<file path="src/rtl/osd_dem_uart_rx.sv">
// Receive side of the UART debug endpoint: event packets are unpacked into a
// character FIFO, every other packet is forwarded untouched to the register interface.
module osd_dem_uart_rx #(
  parameter int unsigned FIFO_DEPTH = 8,
  parameter logic [1:0]  EVENT_TYPE = 2'b10
) (
  input  logic                        clk,
  input  logic                        rst,
  input  logic                        debug_in_valid,
  input  logic                        debug_in_last,
  input  logic [15:0]                 debug_in_data,
  output logic                        debug_in_ready,
  output logic                        reg_out_valid,
  output logic                        reg_out_last,
  output logic [15:0]                 reg_out_data,
  input  logic                        reg_out_ready,
  output logic [7:0]                  in_char,
  output logic                        in_valid,
  input  logic                        in_ready,
  output logic [$clog2(FIFO_DEPTH):0] fifo_level,
  output logic [1:0]                  dbg_state
);

  // Handshake: a flit/character moves on a rising clk edge where valid and ready
  // are both high; valid never waits for ready, and payload is held while stalled.
  localparam int AW = $clog2(FIFO_DEPTH);
  localparam int LW = AW + 1;

  typedef enum logic [1:0] {
    IDLE = 2'd0,
    HDR  = 2'd1,
    PASS = 2'd2,
    EVT  = 2'd3
  } state_t;

  state_t          state_q, state_d;
  logic [15:0]     hold_q, hold_d;
  logic [AW-1:0]   wr_ptr_q, wr_ptr_d;
  logic [AW-1:0]   rd_ptr_q, rd_ptr_d;
  logic [LW-1:0]   count_q, count_d;
  logic [7:0]      mem_q [FIFO_DEPTH];
  logic            push;
  logic            pop;
  logic            full;
  logic            empty;

  assign full       = (count_q == LW'(FIFO_DEPTH));
  assign empty      = (count_q == '0);
  assign in_valid   = !empty;
  assign in_char    = mem_q[rd_ptr_q];
  assign fifo_level = count_q;
  assign dbg_state  = state_q;
  assign pop        = in_valid && in_ready;

  always_comb begin
    state_d        = state_q;
    hold_d         = hold_q;
    debug_in_ready = 1'b0;
    reg_out_valid  = 1'b0;
    reg_out_last   = 1'b0;
    reg_out_data   = hold_q;
    push           = 1'b0;
    if (!rst) begin
      case (state_q)
        IDLE: begin
          debug_in_ready = 1'b1;
          if (debug_in_valid) begin
            hold_d = debug_in_data;
            // A lone destination flit carries nothing and is simply dropped.
            if (!debug_in_last) state_d = HDR;
          end
        end
        HDR: begin
          if (debug_in_valid && (debug_in_data[15:14] == EVENT_TYPE)) begin
            debug_in_ready = 1'b1;
            state_d        = debug_in_last ? IDLE : EVT;
          end else begin
            // Replay the held destination flit before streaming the rest through.
            reg_out_valid = 1'b1;
            reg_out_data  = hold_q;
            reg_out_last  = 1'b0;
            if (reg_out_ready) state_d = PASS;
          end
        end
        PASS: begin
          reg_out_valid  = debug_in_valid;
          reg_out_last   = debug_in_last;
          reg_out_data   = debug_in_data;
          debug_in_ready = reg_out_ready;
          if (debug_in_valid && reg_out_ready && debug_in_last) state_d = IDLE;
        end
        EVT: begin
          // No bypass when full: a pop this cycle only frees space for the next one.
          debug_in_ready = !full;
          if (debug_in_valid && !full) begin
            push = 1'b1;
            if (debug_in_last) state_d = IDLE;
          end
        end
        default: state_d = IDLE;
      endcase
    end
  end

  always_comb begin
    wr_ptr_d = wr_ptr_q;
    rd_ptr_d = rd_ptr_q;
    if (push) wr_ptr_d = wr_ptr_q + AW'(1);
    if (pop)  rd_ptr_d = rd_ptr_q + AW'(1);
    count_d = count_q + {{AW{1'b0}}, push} - {{AW{1'b0}}, pop};
  end

  always_ff @(posedge clk) begin
    if (rst) begin
      state_q  <= IDLE;
      hold_q   <= '0;
      wr_ptr_q <= '0;
      rd_ptr_q <= '0;
      count_q  <= '0;
    end else begin
      state_q  <= state_d;
      hold_q   <= hold_d;
      wr_ptr_q <= wr_ptr_d;
      rd_ptr_q <= rd_ptr_d;
      count_q  <= count_d;
    end
  end

  always_ff @(posedge clk) begin
    if (push) mem_q[wr_ptr_q] <= debug_in_data[7:0];
  end

endmodule
</file>
<file path="config.mk">
export PLATFORM = sky130hd
export DESIGN_NAME = osd_dem_uart_rx
export DESIGN_NICKNAME = d
export VERILOG_FILES = /design/src/rtl/osd_dem_uart_rx.sv
export SDC_FILE = /design/constraint.sdc
export NUM_CORES = 1
export LEC_CHECK = 0
export ABC_AREA = 1
export CAP_MARGIN = 5
export CORE_ASPECT_RATIO = 2
export CORE_MARGIN = 3
export CORE_UTILIZATION = 40
export DETAILED_ROUTE_END_ITERATION = 7
export DONT_BUFFER_PORTS = 1
export GPL_ROUTABILITY_DRIVEN = 0
export PLACE_DENSITY = 0.54
export SETUP_SLACK_MARGIN = 0.2
export SLEW_MARGIN = 20
export SYNTH_ARGS = -nofsm -noshare
export SYNTH_HDL_FRONTEND = slang
export SYNTH_SLANG_ARGS = --single-unit
</file>
<file path="constraint.sdc">
create_clock -name clk -period 3.97 [get_ports clk]
set_input_delay 0.397 -clock clk [delete_from_list [all_inputs] [get_ports clk]]
set_output_delay 0.397 -clock clk [all_outputs]
set_load 0.01 [all_outputs]
</file>
==> metrics.txt <==
postcts setup bufs=0; max frequency=417 MHz; Post-synth EDFFs=64; # IOs=56; fin. max-slew vios=0; Setup Viol. Count Final=0; final WL=8.87 mm; largest family of logic cells by synthesized area=simple AND/OR/NAND/NOR gates; Post-CTS Resized=0; worst-path maximum fanout=6; first-pass GRT wire length=14.5 mm; DR iter-0 viols=169; Synth-to-Final Area Change=8.43%; post-synthesis sequential area ratio=60.1%; Slowest cell on crit path=dfxtp_1; total congestion overflow=0; drc violations=0; CP arrival=2.63 ns; CP cell instances=inv_1 -> ha_1 -> nand3_1 -> nand2_2 -> nor2_4 -> nand2_1 -> ha_1 -> inv_1 -> ha_1 -> inv_1 -> fa_1 -> xor2_1 -> nor2_1; hold buffers post-CTS=0; CP peak stage delay=0.39 ns; Rel. slew slack=44.4%; initial antenna violation count=0; Pre-Repair DR Iteration Count=4; Period Utilization, post-route=60.4%; die area=0.0119 mm^2; Vias/cell=5.02; element type at the critical path start=register; Post-Syn Area=0.00423 mm^2; ratio of cells with drive above 1 in the final layout=9.55%; synthesized net count=453; post-DR wirelength/cell=16.0 um; clk_skew=0.00645 ns; vias post-DR=2781; cts bufs inserted=9; Final Instance Area=0.00459 mm^2; max_cap viols=0; Final HPWL DP=6.36 mm; Final ANT Viol Nets=0; total global-route track usage=16.1%; HP Class=primary input to register; CTS Buffer Depth=2; total power=2.88 mW; vias in the first global route=2836; fillers=991; clk sinks=95; Primary FF master, synth=edfxtp_1; RSZ-0062 raised after global routing=false; Netlist cell types=29; placed instance count=538; final hold viol count=0; LEAKAGE=1.74 nW; Worst-Skew Late Latency=0.33 ns; htree depth=3; mux contribution to synthesized area=4.17%; number of synthesized register bits=95; post-route insts no fill=554; largest net degree at the start of global routing=34; row count=52; Period minus WS final=2.40 ns; Yosys Warn Count=0; Peak VDD IR=359 uV; Placeable Area=0.0102 mm^2; Setup TNS Final=0 ns; Initial Util=41.4%; endpoint class of the critical path=register; placed inst area=0.00427 mm^2; most frequent cells in the layout=nor2_1, edfxtp_1, nand2_1; PD cells=627 mW/mm^2; syn avg cell area=10.1 um^2; Final nets=449; clock slew at reported path FFs=0.06 ns; complex-gate fraction of the synthesized area=10.1%; fraction of the mapped netlist area in simple logic gates=15.7%; die width=78.7 um; WP data required=4.20 ns; Adder-Cell Fraction of Synth Area=4.02%; Post-Synth XOR/XNOR Area=0.207%; CTS tree=built; Antenna Cells=0; Post-Synthesis Cells=418; commonest non-fill, non-tap cell in the layout=nor2_1; Root Buffer Master=clkbuf_16; Post-synth ARST share=0%; worst-margin pin slew=0.830 ns; IO Port Bufs=0; DIE HEIGHT=151 um; Crit Path Category=register to register; fin util=44.9%; status=finished clean
final cells by class:
cell class                 count  area, um^2  share of cell area [%]
clock inverter                 4        52.6                    1.15
timing repair buffer           1        7.51                   0.164
tap                          135         169                    3.68
clock buffer                  12         258                    5.62
inverter                      29         109                    2.37
multi-input combinational    278        1450                    31.5
sequential                    95        2540                    55.5
worst paths after layout:
| path | start | endpoint | slack [ns] | cells after the start |
|---|---|---|---|---|
| max | fifo_level[2] | fifo_level[2] | 1.57 | 13 |
| min | rst | fifo_level[1] | 0.12 | 1 |
| max reg2reg | fifo_level[2] | fifo_level[2] | 1.57 | 13 |
| min reg2reg | hold_q[4] | hold_q[4] | 0.48 | 2 |
synth_stat cells, types with 7 or more instances:
| cell | number | share of area [%] |
|---|---|---|
| nor2_1 | 97 | 8.6 |
| edfxtp_1 | 64 | 45 |
| nand2_1 | 55 | 4.9 |
| o21ai_0 | 45 | 5.3 |
| dfxtp_1 | 31 | 15 |
| o21ai_1 | 28 | 3.3 |
| inv_1 | 24 | 2.1 |
| ha_1 | 12 | 3.6 |
| a21oi_1 | 9 | 1.1 |
| mux2_2 | 9 | 2.4 |
| buf_6 | 8 | 2.1 |
| nand3_1 | 7 | 0.83 |
state kept, by name (all words and copies together) (netlist names), named ones only:
signal and count:
mem_q 64, hold_q 16, fifo_level 4, rd_ptr_q 3, wr_ptr_q 3, dbg_state 2
per-stage QoR:
stage / hold WS, ns / worst slack, ns
finish: 0.123 / 1.57
global route: 0.111 / 1.32
CTS: 0.105 / 1.42
detailed placement: 0.469 / 1.57
global placement: 0.459 / 1.59
floorplan: 0.448 / 1.78
cell families (layout without fill, tap and decap cells):
kind of cell	Yosys count	count (layout)
and+or+nand+nor	166	166
DFF	95	95
AOI/OAI and AO/OA	84	84
buffers and inverters	45	46
muxes	14	14
adders and majority gates	13	13
xor gates and xnor gates	1	1
metal layers:
layer  track usage [%]  part of all wire (%)  vias to the layer above  routed length [um]
li1                  -                     -                     1396                   -
met1              16.8                    36                     1328                3220
met2              30.1                    58                       53                5190
met3              3.87                   4.3                        4                 384
met4              7.27                  0.88                        0                  78
met5                 0                     0                        -                   0
power breakdown:
group          internal (mW)  switching (mW)
registers               1.14           0.102
clock network          0.528           0.345
logic                  0.275           0.481
worst max-delay path, delay by kind of cell (launching register included):
kind	cells	cell delay [ns]
buf+inv	3	0.22
flops	1	0.39
fa+ha+maj	4	1.02
xor+xnor	1	0.14
simple gates	5	0.52
Power figures use the tool's default switching activity.
